===== src/rtl/apb_bridge_fsm_if.sv =====
// apb_bridge_fsm_if: AHB slave-side and APB master-side signals of the bridge.
// master = the bridge itself, slave = the surrounding AHB/APB environment.
interface apb_bridge_fsm_if #(
  parameter int ADDR_W = 32,
  parameter int DATA_W = 32,
  parameter int NSLV   = 3
);
  logic                   valid;
  logic                   hwrite;
  logic [ADDR_W-1:0]      haddr;
  logic [DATA_W-1:0]      hwdata;
  logic [NSLV-1:0]        hsel_slv;
  logic                   hready_out;
  logic                   hresp;
  logic [DATA_W-1:0]      hrdata;
  logic [ADDR_W-1:0]      paddr;
  logic [DATA_W-1:0]      pwdata;
  logic                   pwrite;
  logic [NSLV-1:0]        psel;
  logic                   penable;
  logic [NSLV*DATA_W-1:0] prdata;
  logic [NSLV-1:0]        pready;
  logic [NSLV-1:0]        pslverr;

  modport master (
    input  valid, hwrite, haddr, hwdata, hsel_slv,
    input  prdata, pready, pslverr,
    output hready_out, hresp, hrdata,
    output paddr, pwdata, pwrite, psel, penable
  );

  modport slave (
    output valid, hwrite, haddr, hwdata, hsel_slv,
    output prdata, pready, pslverr,
    input  hready_out, hresp, hrdata,
    input  paddr, pwdata, pwrite, psel, penable
  );
endinterface


===== src/rtl/apb_bridge_fsm.sv =====
// apb_bridge_fsm: single-transfer AHB to APB3 bridge controller.
// Wait states, slave/decode/timeout errors as two-cycle AHB ERROR.
module apb_bridge_fsm #(
  parameter int ADDR_W  = 32,
  parameter int DATA_W  = 32,
  parameter int NSLV    = 3,
  parameter int TIMEOUT = 16
) (
  input logic              hclk,
  input logic              hreset,
  apb_bridge_fsm_if.master bus
);
  localparam int CNT_W = (TIMEOUT > 1) ? $clog2(TIMEOUT) : 1;
  localparam logic [CNT_W-1:0] TO_LAST =
    CNT_W'((TIMEOUT > 0) ? TIMEOUT - 1 : 0);

  typedef enum logic [2:0] {
    S_IDLE,
    S_WWAIT,
    S_SETUP,
    S_ACCESS,
    S_DONE,
    S_ERR1,
    S_ERR2
  } state_e;

  state_e state_q, state_d;
  state_e acc_tgt;

  logic [ADDR_W-1:0] paddr_q, paddr_d;
  logic [DATA_W-1:0] pwdata_q, pwdata_d;
  logic              pwrite_q, pwrite_d;
  logic [DATA_W-1:0] hrdata_q, hrdata_d;
  logic [NSLV-1:0]   sel_q, sel_d;
  logic [CNT_W-1:0]  cnt_q, cnt_d;

  logic              hready_o;
  logic              hresp_o;
  logic [NSLV-1:0]   psel_o;
  logic              penable_o;

  logic              accept;
  logic              sel_ok;
  logic              rdy;
  logic              serr;
  logic [DATA_W-1:0] rdata;
  logic              to_hit;

  assign accept = bus.valid && hready_o;
  assign sel_ok = $onehot(bus.hsel_slv);
  assign to_hit = (TIMEOUT > 0) && (cnt_q == TO_LAST);

  // sel_q is one-hot whenever an APB access is in flight
  always_comb begin
    rdy   = 1'b0;
    serr  = 1'b0;
    rdata = '0;
    for (int i = 0; i < NSLV; i++) begin
      if (sel_q[i]) begin
        rdy   = rdy | bus.pready[i];
        serr  = serr | bus.pslverr[i];
        rdata = rdata | bus.prdata[i*DATA_W +: DATA_W];
      end
    end
  end

  always_comb begin
    acc_tgt = S_SETUP;
    if (!sel_ok) begin
      acc_tgt = S_ERR1;
    end else if (bus.hwrite) begin
      acc_tgt = S_WWAIT;
    end
  end

  always_ff @(posedge hclk or posedge hreset) begin
    if (hreset) begin
      state_q <= S_IDLE;
    end else begin
      state_q <= state_d;
    end
  end

  always_comb begin
    state_d = state_q;
    unique case (state_q)
      S_IDLE,
      S_DONE,
      S_ERR2: state_d = accept ? acc_tgt : S_IDLE;
      S_WWAIT: state_d = S_SETUP;
      S_SETUP: state_d = S_ACCESS;
      S_ACCESS: begin
        if (rdy) begin
          state_d = serr ? S_ERR1 : S_DONE;
        end else if (to_hit) begin
          state_d = S_ERR1;
        end
      end
      S_ERR1: state_d = S_ERR2;
      default: state_d = S_IDLE;
    endcase
  end

  always_comb begin
    hready_o  = 1'b0;
    hresp_o   = 1'b0;
    psel_o    = '0;
    penable_o = 1'b0;
    unique case (state_q)
      S_IDLE,
      S_DONE: hready_o = 1'b1;
      S_SETUP: psel_o = sel_q;
      S_ACCESS: begin
        psel_o    = sel_q;
        penable_o = 1'b1;
      end
      S_ERR1: hresp_o = 1'b1;
      S_ERR2: begin
        hready_o = 1'b1;
        hresp_o  = 1'b1;
      end
      default: ;
    endcase
  end

  always_comb begin
    paddr_d  = paddr_q;
    pwrite_d = pwrite_q;
    sel_d    = sel_q;
    pwdata_d = pwdata_q;
    hrdata_d = hrdata_q;
    cnt_d    = cnt_q;
    if (accept) begin
      paddr_d  = bus.haddr;
      pwrite_d = bus.hwrite;
      sel_d    = bus.hsel_slv;
    end
    if (state_q == S_WWAIT) begin
      pwdata_d = bus.hwdata;
    end
    if (state_q == S_SETUP) begin
      cnt_d = '0;
    end
    if (state_q == S_ACCESS) begin
      if (!rdy) begin
        cnt_d = cnt_q + CNT_W'(1);
      end else if (!serr && !pwrite_q) begin
        hrdata_d = rdata;
      end
    end
  end

  always_ff @(posedge hclk or posedge hreset) begin
    if (hreset) begin
      paddr_q  <= '0;
      pwrite_q <= 1'b0;
      sel_q    <= '0;
      pwdata_q <= '0;
      hrdata_q <= '0;
      cnt_q    <= '0;
    end else begin
      paddr_q  <= paddr_d;
      pwrite_q <= pwrite_d;
      sel_q    <= sel_d;
      pwdata_q <= pwdata_d;
      hrdata_q <= hrdata_d;
      cnt_q    <= cnt_d;
    end
  end

  assign bus.hready_out = hready_o;
  assign bus.hresp      = hresp_o;
  assign bus.hrdata     = hrdata_q;
  assign bus.paddr      = paddr_q;
  assign bus.pwdata     = pwdata_q;
  assign bus.pwrite     = pwrite_q;
  assign bus.psel       = psel_o;
  assign bus.penable    = penable_o;

endmodule

===== src/flat_wrapper.sv =====
// flat-port wrapper written by rule: the top's interface ports become plain ports
module apb_bridge_fsm_flat 
#(
  parameter int ADDR_W  = 32,
  parameter int DATA_W  = 32,
  parameter int NSLV    = 3,
  parameter int TIMEOUT = 16
)
  (hclk, hreset, bus_valid, bus_hwrite, bus_haddr, bus_hwdata, bus_hsel_slv, bus_prdata, bus_pready, bus_pslverr, bus_hready_out, bus_hresp, bus_hrdata, bus_paddr, bus_pwdata, bus_pwrite, bus_psel, bus_penable);
  apb_bridge_fsm_if #(.ADDR_W(ADDR_W), .DATA_W(DATA_W), .NSLV(NSLV)) bus_i ();
  input logic hclk;
  input logic hreset;
  input wire logic [$bits(bus_i.valid)-1:0] bus_valid;
  input wire logic [$bits(bus_i.hwrite)-1:0] bus_hwrite;
  input wire logic [$bits(bus_i.haddr)-1:0] bus_haddr;
  input wire logic [$bits(bus_i.hwdata)-1:0] bus_hwdata;
  input wire logic [$bits(bus_i.hsel_slv)-1:0] bus_hsel_slv;
  input wire logic [$bits(bus_i.prdata)-1:0] bus_prdata;
  input wire logic [$bits(bus_i.pready)-1:0] bus_pready;
  input wire logic [$bits(bus_i.pslverr)-1:0] bus_pslverr;
  output wire logic [$bits(bus_i.hready_out)-1:0] bus_hready_out;
  output wire logic [$bits(bus_i.hresp)-1:0] bus_hresp;
  output wire logic [$bits(bus_i.hrdata)-1:0] bus_hrdata;
  output wire logic [$bits(bus_i.paddr)-1:0] bus_paddr;
  output wire logic [$bits(bus_i.pwdata)-1:0] bus_pwdata;
  output wire logic [$bits(bus_i.pwrite)-1:0] bus_pwrite;
  output wire logic [$bits(bus_i.psel)-1:0] bus_psel;
  output wire logic [$bits(bus_i.penable)-1:0] bus_penable;
  assign bus_i.valid = bus_valid;
  assign bus_i.hwrite = bus_hwrite;
  assign bus_i.haddr = bus_haddr;
  assign bus_i.hwdata = bus_hwdata;
  assign bus_i.hsel_slv = bus_hsel_slv;
  assign bus_i.prdata = bus_prdata;
  assign bus_i.pready = bus_pready;
  assign bus_i.pslverr = bus_pslverr;
  assign bus_hready_out = bus_i.hready_out;
  assign bus_hresp = bus_i.hresp;
  assign bus_hrdata = bus_i.hrdata;
  assign bus_paddr = bus_i.paddr;
  assign bus_pwdata = bus_i.pwdata;
  assign bus_pwrite = bus_i.pwrite;
  assign bus_psel = bus_i.psel;
  assign bus_penable = bus_i.penable;
  apb_bridge_fsm #(.ADDR_W(ADDR_W), .DATA_W(DATA_W), .NSLV(NSLV), .TIMEOUT(TIMEOUT)) u_core (.hclk(hclk), .hreset(hreset), .bus(bus_i));
endmodule

===== config.mk =====
export PLATFORM = sky130hd
export DESIGN_NAME = apb_bridge_fsm_flat
export DESIGN_NICKNAME = d
export VERILOG_FILES = /design/src/rtl/apb_bridge_fsm_if.sv /design/src/rtl/apb_bridge_fsm.sv /design/src/flat_wrapper.sv
export SDC_FILE = /design/constraint.sdc
export NUM_CORES = 1
export LEC_CHECK = 0
export ABC_CLOCK_PERIOD_IN_PS = 4600
export CORE_MARGIN = 2
export CORE_UTILIZATION = 38
export DETAILED_ROUTE_END_ITERATION = 8
export GPL_TIMING_DRIVEN = 1
export PLACE_DENSITY = 0.87
export SETUP_SLACK_MARGIN = 0.5
export SLEW_MARGIN = 20
export SYNTH_ARGS = -nofsm -noshare
export SYNTH_HDL_FRONTEND = slang
export SYNTH_SLANG_ARGS = --single-unit

===== constraint.sdc =====
create_clock -name hclk -period 4.6 [get_ports hclk]
set_input_delay 0.69 -clock hclk [delete_from_list [all_inputs] [get_ports hclk]]
set_output_delay 0.69 -clock hclk [all_outputs]
set_load 0.1 [all_outputs]

After elaboration in Yosys (flattened, before gate mapping)
Cells that the tools add are included.
{ "word_totals": {"regBits": 107, "in_bits": 173, "output_inout_bits": 103, "elab_cells": 57} }
{ "classes": {"addsub": 3, "eq_ne": 9, "muxes": 23, "bitwise": 6, "reduce_logical": 9} }
{ "op_table": {"columns": ["op", "count"], "rows": [
  ["32-bit two-way mux", 3],
  ["32-bit OR", 2],
  ["3-bit two-way mux", 5],
  ["3-bit case mux with 5 select lines", 1],
  ["4-bit two-way mux", 3],
  ["1-bit two-way mux", 10],
  ["3-bit == test, second input constant", 3],
  ["3-bit by 2-bit == test with 1-bit output, second input constant", 2],
  ["4-bit by 1-bit adder with 4-bit output, second input constant", 1],
  ["4-bit == test, second input constant", 1],
  ["1-bit OR", 4],
  ["2-bit OR reduction", 2],
  ["3-bit by 1-bit == test with 1-bit output, second input constant", 1],
  ["3-bit zero test", 1],
  ["3-bit by 1-bit inequality test with 1-bit output, second input constant", 1],
  ["3-bit AND reduction", 1],
  ["3-bit OR reduction", 1],
  ["1-bit by 1-bit adder with 2-bit output", 1],
  ["2-bit by 1-bit adder with 2-bit output", 1],
  ["2-bit by 1-bit == test with 1-bit output, second input constant", 1],
  ["1-bit logical AND", 2],
  ["1-bit zero test", 2],
  ["2-bit two-way mux", 1]
]} }

Logic depth before layout (Yosys ltp)
Gate-level depths: netlist of the first run.
{ "logic_depth": {"depth_word": 8, "mapped_depth": 5, "ltp_nobuf": 5} }

Worst setup path after synthesis of the first run
OpenSTA, ideal clock, no wires.
{ "synth_timing": {"kind": "flip-flop to output port", "from": "register u_core.state_q[0]", "to": "output port bus_hresp", "arrival_ns": 2.214, "required_ns": 3.910, "slack_ns": 1.696, "stages_incl_launch_ff": 4, "path_buffers": 1, "cell_sequence": "dfrtp_1 -> clkbuf_1 -> nand2b_1 -> a21oi_1"} }
{ "synth_between": {"elab_chain_cells": 3, "elab_cells_between_ends": 4, "classes_between": "eq/ne (2); mux (1); reduce/logical (1)"} }
{ "synth_rtl": {"columns": ["element", "line", "text"], "rows": [
  ["from (decl)", "apb_bridge_fsm.sv:27", "state_e state_q, state_d;"],
  ["from (signal assigned)", "apb_bridge_fsm.sv:80", "state_q <= state_d;"],
  ["3-bit == test", "apb_bridge_fsm.sv:109", "unique case (state_q)"],
  ["2-bit OR reduction (no line) *", null, null],
  ["1-bit two-way mux *", "apb_bridge_fsm.sv:109", null],
  ["to (decl)", "flat_wrapper.sv:22", "output wire logic [$bits(bus_i.hresp)-1:0] bus_hresp;"]
]} }
Every way passes the cells marked *; elsewhere a longest branch is shown, timed or not.

Worst setup path after layout of the first run
{ "layout_timing": {"from": "register u_core.state_q[2]", "to": "output port bus_psel[1]"} }
{ "layout_between": {"elab_chain_cells": 3, "elab_cells_between_ends": 4, "classes_between": "eq/ne (2); mux (1); reduce/logical (1)"} }
{ "layout_rtl": {"columns": ["element", "line", "text"], "rows": [
  ["3-bit by 2-bit == test with 1-bit output", "apb_bridge_fsm.sv:109", null],
  ["2-bit OR reduction (no line) *", null, null],
  ["3-bit two-way mux *", "apb_bridge_fsm.sv:109", null],
  ["to (decl)", "flat_wrapper.sv:27", "output wire logic [$bits(bus_i.psel)-1:0] bus_psel;"]
]} }
Marks and branches as above.

==> impl_results.md, run 1 <==
- Row count: 40
- Detailed Place HPWL: 10.5 mm
- Setup TNS: 0 ns
- Global-route usage over all layers: 19.7%
- Slew HR: 30.8%
- Clk pin slew, worst setup/hold paths: 0.07 ns
- Clk root buf: clkbuf_16
- Synthesized net count: 526
- Yosys top cell area share: 56.8%
- Sequential area share after synthesis: 56.8%
- Most numerous cell in the Yosys netlist: dfrtp_1
- Fill cells: 921
- Worst-path fanout max: 12
- Num ports: 276
- F_max: 0.294 GHz
- Routed len/inst: 17.4 microns
- Register area: 2680 sq um
- Hold path endpoint: u_core.bus.paddr[1]
- Yosys top cell by area: dfrtp_1
- Ys Warns: 0
- CP Capture Type: output port
- Routability Congestion: 0.797
- Final hold violations: 0
- RSZ-0062 raised after global routing: false
- Met3 Routed Length: 1.39 mm
- Nets: 793
- Highest metal used: met4
- Maxcap violations: 0
- CTS tree: built
- Number of flops mapped to enable cells by yosys: 0
- CTS Buf Count: 9
- Syn Inst Count: 351
- Placed Area: 7580 sq um
- DIE AREA: 13,300 sq um
- Die X: 115 microns
- R2R Path End: u_core.bus.hrdata[29]
- Metal2 WL: 7.20 mm
- Crit Reg-Reg Startpoint: u_core.sel_q[0]
- Hold_sp: u_core.bus.paddr[1]
- Largest net degree at the start of global routing: 73
- Mapped Avg Cell Area: 13.4 sq um
- Post-synth top cells: dfrtp_1, mux2_2, inv_1
- Predominant post-synthesis flop cell: dfrtp_1
- Initial antenna violation count: 0
- Vias: 3,941
- Final Util: 65.7%
- Final antenna-violating net count: 0
- Crit start category: flop
- Area delta synth->final: 68.1%
- Final-report max-slew violation count: 0
- Setup Buffers After CTS: 0
- WL final: 13.7 mm
- Hold buffer count at CTS: 0
- Clock skew: 0.00569 ns
- DRT Pass-1 Iters: 5
- Yosys reg bits: 107
- Avg Vias per Cell: 4.98
- Critical Path RT: 3.91 ns
- Port-buffer cells: 275
- M1 WL: 4.96 mm
- CTS Sinks: 107
- Clock latency on the worst-skew pair: 0.33 ns
- R2R cell count: 5
- Synth top area cells: dfrtp_1, mux2_2, a222oi_1
- H-tree depth: 3
- Endpoints failing setup: 0
- Critical path class: reg -> out
- Area of the mapped netlist: 4710 sq um
- Run status: completed
- Slew @ Worst Pin: 1.03 ns
- Core Box Area: 12,100 sq um
- Die height: 115 microns
- Period minus WS final: 3.40 ns
- Share of layout cells above drive strength 1: 15.4%
- GRT overflow: 0
- Starting Density: 39.1%
- Post-synthesis cell type count: 37
- Worst min-delay path class: reg -> reg
- Drt drc: 0
- Vias in the first global route: 4,082
- Diode count: 0
- Starting DRT DRC Count: 188
- Worst EP arrival: 2.71 ns
- First-pass GRT wire length: 20.5 mm
- Hold path depth: 1
- Footprint of the multi-input gates: 1750 sq um
- R2r setup slk: 2.23 ns
- Final Instance Area: 7920 sq um
- Async SR Flop Fraction: 100%
- Post-CTS resize count: 0
- Maximum buffer depth of the clock tree: 2
- Final worst path period share: 74.0%
[routing by layer]
layer  vias up  track usage, %
met2       187            36.4
met4         0            5.78
li1       1817               -
met1      1922            21.2
met5         -               0
met3        15            6.85
[critical path: stages (launching register included)]
cell and delay (ns):
dfrtp_1 0.42, nor2b_1 0.60, and2_1 0.23, clkdlybuf4s50_1 1.13
[how the worst max path moves through the flow]
stage / endpoint / cells past startpoint / slack (ns) / startpoint
floorplan: u_core.bus.hrdata[0] / 1 / 1.09 / hreset
global placement: bus_psel[2] / 2 / 1.51 / u_core.sel_q[2]
detailed placement: bus_psel[2] / 2 / 1.44 / u_core.sel_q[2]
CTS: bus_psel[2] / 2 / 1.07 / u_core.sel_q[2]
global route: bus_psel[0] / 3 / 1.08 / u_core.state_q[1]
finish: bus_psel[1] / 3 / 1.20 / u_core.state_q[2]
[cells in the final DEF (no fill, tap or decap), drive strengths merged]
cell type / count
nand4b: 1
a211o: 1
clkdlybuf4s50: 275
a32o: 1
a21o: 1
clkbuf: 11
a21boi: 1
nand4: 1
dfrtp: 107
bufinv: 2
fa: 1
o221ai: 1
and2: 3
clkinv: 2
mux2: 65
nor2b: 4
nand3: 3
o22ai: 1
and3: 1
inv: 38
clkinvlp: 1
a21oi: 3
o211ai: 1
buf: 6
nand2b: 5
nor2: 2
o21bai: 1
ha: 1
mux2i: 32
a222oi: 34
a31o: 1
o21ai: 7
nor4b: 1
or3b: 1
and4: 1
nand2: 4
nand3b: 2
[cell type report]
type                    instances  share of cell area, %
clock inverters                 5                   1.07
flip-flops and latches        107                   33.8
inverters                      38                   1.83
well taps                     168                   2.65
clock buffers                  11                   3.19
multi-input cells             181                   22.1
repair buffers                281                   35.3
[state kept, by name, summed over array words and instances (netlist names)]
signal / cells
u_core.sel_q: 3
u_core.cnt_q: 4
u_core.bus.pwdata: 32
u_core.bus.paddr: 32
u_core.bus.hrdata: 32
u_core.state_q: 3
u_core.bus.pwrite: 1
[cell families after synthesis]
kind of cell	share of synthesized area, %
buf+inv	6.08
flops	56.8
compound gates	9.91
fa+ha+maj	0.691
mux	22.3
simple gates	4.14
[metrics by stage]
stage / setup slack [ns] / hold slack [ns] / std cells
after floorplan: 1.09 / 0.506 / 351
after global placement: 1.51 / 0.487 / 775
after detailed placement: 1.44 / 0.491 / 775
after CTS: 1.07 / 0.509 / 791
after global routing: 1.08 / 0.520 / 791
final: 1.20 / 0.507 / 791
Power of run 1 is not shown: default switching activity piles up to over one toggle a cycle in this logic, so the estimate is an artifact.
==> run 2: changes to the inputs <==
- ABC_CLOCK_PERIOD_IN_PS: 4600 -> 2900
- CORE_UTILIZATION: 38 -> 34
- PLACE_DENSITY: 0.87 -> 0.82
- clock period: 4.6 -> 2.9 ns (I/O delays scaled with it)
==> impl_results.md, run 2 (synthesis results as in run 1) <==
- Run status: completed
- Worst-path fanout max: 22
- Slew HR: 39.5%
- Starting Density: 34.3%
- Critical Path RT: 3.13 ns
- Worst EP arrival: 2.43 ns
- Critical path class: reg -> reg
- DRT Pass-1 Iters: 5
- Final hold violations: 0
- Final antenna-violating net count: 0
- Die height: 122 microns
- H-tree depth: 3
- Diode count: 0
- Clk root buf: clkbuf_16
- Crit start category: flop
- Drt drc: 0
- CTS Sinks: 107
- Clock skew: 0.00646 ns
- Nets: 801
- RSZ-0062 raised after global routing: false
- CTS Buf Count: 9
- Endpoints failing setup: 0
- Hold buffer count at CTS: 0
- Initial antenna violation count: 0
- Die X: 122 microns
- Commonest non-fill, non-tap cell in the layout: clkdlybuf4s50_1
- Largest net degree at the start of global routing: 50
- Worst min-delay path class: in -> async
- DIE AREA: 14,800 sq um
- R2r setup slk: 0.70 ns
- Clk pin slew, worst setup/hold paths: 0.07 ns
- Register area: 2680 sq um
- GRT overflow: 0
- Maximum buffer depth of the clock tree: 2
- Routed len/inst: 16.6 microns
- F_max: 0.454 GHz
- CP Capture Type: flop
- Core Box Area: 13,700 sq um
- First-pass GRT wire length: 20.1 mm
- Period minus WS final: 2.20 ns
- CTS tree: built
- Footprint of the multi-input gates: 1760 sq um
- Commonest non-fill, non-tap cells in the layout: clkdlybuf4s50_1, buf_4, dfrtp_1
- Maxcap violations: 0
- Avg Vias per Cell: 4.93
- Final worst path period share: 76.0%
- Area delta synth->final: 63.4%
- Detailed Place HPWL: 10.6 mm
- Fill cells: 1,132
- Final-report max-slew violation count: 0
- Setup TNS: 0 ns
- Num ports: 276
- Global-route usage over all layers: 17.3%
- Slew @ Worst Pin: 0.907 ns
- Vias in the first global route: 4,229
- Vias: 3,996
- Share of layout cells above drive strength 1: 32.7%
- Clock latency on the worst-skew pair: 0.34 ns
- Row count: 43
- Starting DRT DRC Count: 183
- WL final: 13.4 mm
- Port-buffer cells: 275
- Routability Congestion: 0.768
## run 2: cell types whose count changed in the layout (fill, tap and decap cells not counted), sizes merged
| cell | change |
|---|---|
| buf | +111 |
| bufinv | -2 |
| clkbuf | +1 |
| clkdlybuf4s50 | -103 |
## run 2: final cells by class
type | instances | share of cell area, %
Sequential cell | 107 | 34.8
Timing Repair Buffer | 289 | 33.9
Multi-Input combinational cell | 181 | 22.8
Clock buffer | 12 | 3.33
Tap cell | 180 | 2.93
Inverter | 38 | 1.90
Clock inverter | 3 | 0.293
## run 2: path summary, 6_finish.rpt
| kind | from | cells after the start | end |
|---|---|---|---|
| max in group asynchronous | hreset | 3 | u_core.bus.hrdata[6] |
| setup / recovery | u_core.sel_q[0] | 5 | u_core.cnt_q[3] |
| setup reg to reg | u_core.sel_q[0] | 5 | u_core.cnt_q[3] |
| min in group hclk | u_core.bus.paddr[10] | 1 | u_core.bus.paddr[10] |
| hold / removal | hreset | 2 | u_core.bus.pwdata[8] |
| hold reg to reg | u_core.bus.paddr[10] | 1 | u_core.bus.paddr[10] |
## run 2: what timing repair did
action / 4_1_cts / 5_1_grt
setup buffers: 0 / 0
endpoints found under the setup margin: 0 / 3
resized for setup: 0 / 1
## run 2: worst max-delay path: stages (launching register included)
cell      delay [ns]
dfrtp_1         0.39
buf_4           0.22
a222oi_1        0.82
buf_4           0.31
a21oi_2         0.07
a211o_1         0.27
## run 2: through the flow
step	instance area [sq um]	setup WS (ns)	hold WS, ns	std cells	utilization [%]
after global routing	7700	0.612	0.520	810	56.1
after CTS	7700	0.521	0.512	810	56.1
final	7700	0.697	0.508	810	56.1
after detailed placement	7420	0.398	0.496	795	54.1
after floorplan	4720	0.848	0.506	351	-
after global placement	7420	0.438	0.491	795	54.1
## run 2: per-layer routing
layer	vias up	global-route usage, %	share of wire, %
li1	1832	-	-
met1	1944	17.7	36
met2	197	32.0	52
met3	23	5.48	9.7
met4	0	7.69	2.8
met5	-	0	0
Power of run 2 is left out for the same reason.
==> run 3: changes to the inputs <==
- ABC_CLOCK_PERIOD_IN_PS: 2900 -> 2300
- CORE_UTILIZATION: 34 -> 38
- PLACE_DENSITY: 0.82 -> 0.87
- clock period: 2.9 -> 2.3 ns (I/O delays scaled with it)
==> impl_results.md, run 3 (synthesis results as in run 1) <==
- Avg Vias per Cell: 5.07
- Port-buffer cells: 275
- CTS Sinks: 107
- CTS Buf Count: 9
- Num ports: 276
- Setup TNS: 0 ns
- Critical path class: reg -> out
- Largest net degree at the start of global routing: 50
- RSZ-0062 raised after global routing: true
- DIE AREA: 13,300 sq um
- Share of layout cells above drive strength 1: 34.5%
- Worst min-delay path class: in -> reg
- Clk pin slew, worst setup/hold paths: 0.07 ns
- Crit path largest cell delay: 0.43 ns
- Run status: completed
- Die height: 115 microns
- Period minus WS final: 1.83 ns
- R2r setup slk: 0.47 ns
- Clk root buf: clkbuf_16
- F_max: 0.546 GHz
- Final antenna-violating net count: 0
- Detailed Place HPWL: 10.8 mm
- Vias in the first global route: 4,389
- Worst-path fanout max: 34
- Crit path cell chain: buf_6 > and2_2 > buf_12
- Endpoints failing setup: 0
- CP max stage cell: dfrtp_1
- CP Capture Type: output port
- H-tree depth: 3
- Starting Density: 39.1%
- Core Box Area: 12,100 sq um
- Slew @ Worst Pin: 0.564 ns
- Global-route usage over all layers: 20.9%
- R2R Path End: u_core.bus.hrdata[14]
- Diode count: 0
- Worst EP arrival: 1.49 ns
- Routability Congestion: 0.791
- Clock skew: 0.00447 ns
- Initial antenna violation count: 0
- WL final: 14.4 mm
- Final worst path period share: 79.6%
- Maxcap violations: 0
- Clock latency on the worst-skew pair: 0.34 ns
- Slew HR: 62.3%
- GRT overflow: 0
- Drt drc: 0
- Critical Path RT: 1.96 ns
- Worst setup path startpoint: u_core.sel_q[0]
- Final hold violations: 0
- Row count: 40
- Routed len/inst: 18.0 microns
- R2R cell count: 5
- Maximum buffer depth of the clock tree: 2
- Commonest non-fill, non-tap cells in the layout: clkdlybuf4s50_1, buf_4, dfrtp_1
- Commonest non-fill, non-tap cell in the layout: clkdlybuf4s50_1
- Crit start category: flop
- Vias: 4,074
- Setup crit end: bus_psel[0]
- First-pass GRT wire length: 21.5 mm
- Crit Reg-Reg Startpoint: u_core.sel_q[0]
- Hold buffer count at CTS: 0
- CTS tree: built
- Area delta synth->final: 69.8%
- Nets: 805
- Die X: 115 microns
- Final-report max-slew violation count: 0
- Starting DRT DRC Count: 286
- DRT Pass-1 Iters: 6
[run 3: cell count changes in the layout (fill, tap and decap cells not counted), sizes merged]
cell,before,now
buf,117,120
dlymetal6s2s,0,1
clkinvlp,1,2
clkinv,2,0
bufinv,0,3
clkbuf,12,13
clkdlybuf4s50,172,171
inv,38,37
[run 3: per-stage QoR]
step                setup slack, ns  instances  util (%)  area, sq um  hold WS (ns)
finish                        0.468        803      66.3         8000         0.385
global route                  0.381        803      66.3         8000         0.399
CTS                           0.441        799      65.5         7910         0.419
detailed placement           0.0654        778      62.1         7490         0.497
global placement             0.0750        778      62.1         7490         0.490
floorplan                     0.447        351         -         4730         0.496
[run 3: worst min path at each step]
| stage | depth (start not counted) | start | endpoint |
|---|---|---|---|
| floorplan | 1 | bus_haddr[21] | u_core.bus.paddr[21] |
| global placement | 1 | u_core.bus.paddr[26] | u_core.bus.paddr[26] |
| detailed placement | 1 | u_core.bus.pwdata[20] | u_core.bus.pwdata[20] |
| CTS | 2 | hreset | u_core.bus.pwdata[26] |
| global route | 3 | bus_hsel_slv[2] | u_core.sel_q[2] |
| finish | 3 | bus_hsel_slv[2] | u_core.sel_q[2] |
[run 3: worst max-delay path: cells and delay by family (launching register included)]
kind	cells	cell delay, ns
buffers and inverters	2	0.46
DFF	1	0.43
and+or+nand+nor	1	0.23
[run 3: final cells by class]
class	count	area [sq um]
Clock buffer	12	246
Clock inverter	4	97.6
Fill cell	867	4060
Inverter	38	146
Multi-Input combinational cell	181	1810
Sequential cell	107	2680
Tap cell	168	210
Timing Repair Buffer	293	2810
[run 3: repair_timing]
action                     in CTS  in global routing
gates cloned                    0                  2
setup buffers                   5                  2
resized for setup              10                 14
pin swaps                       1                  4
setup endpoints to repair      72                 39
[run 3: layer usage]
layer	global-route usage, %	routed length (microns)
met1	21.3	5130
met2	39.3	7800
met3	6.91	1340
met4	7.63	167
met5	0	0
Power of run 3 is left out for the same reason.
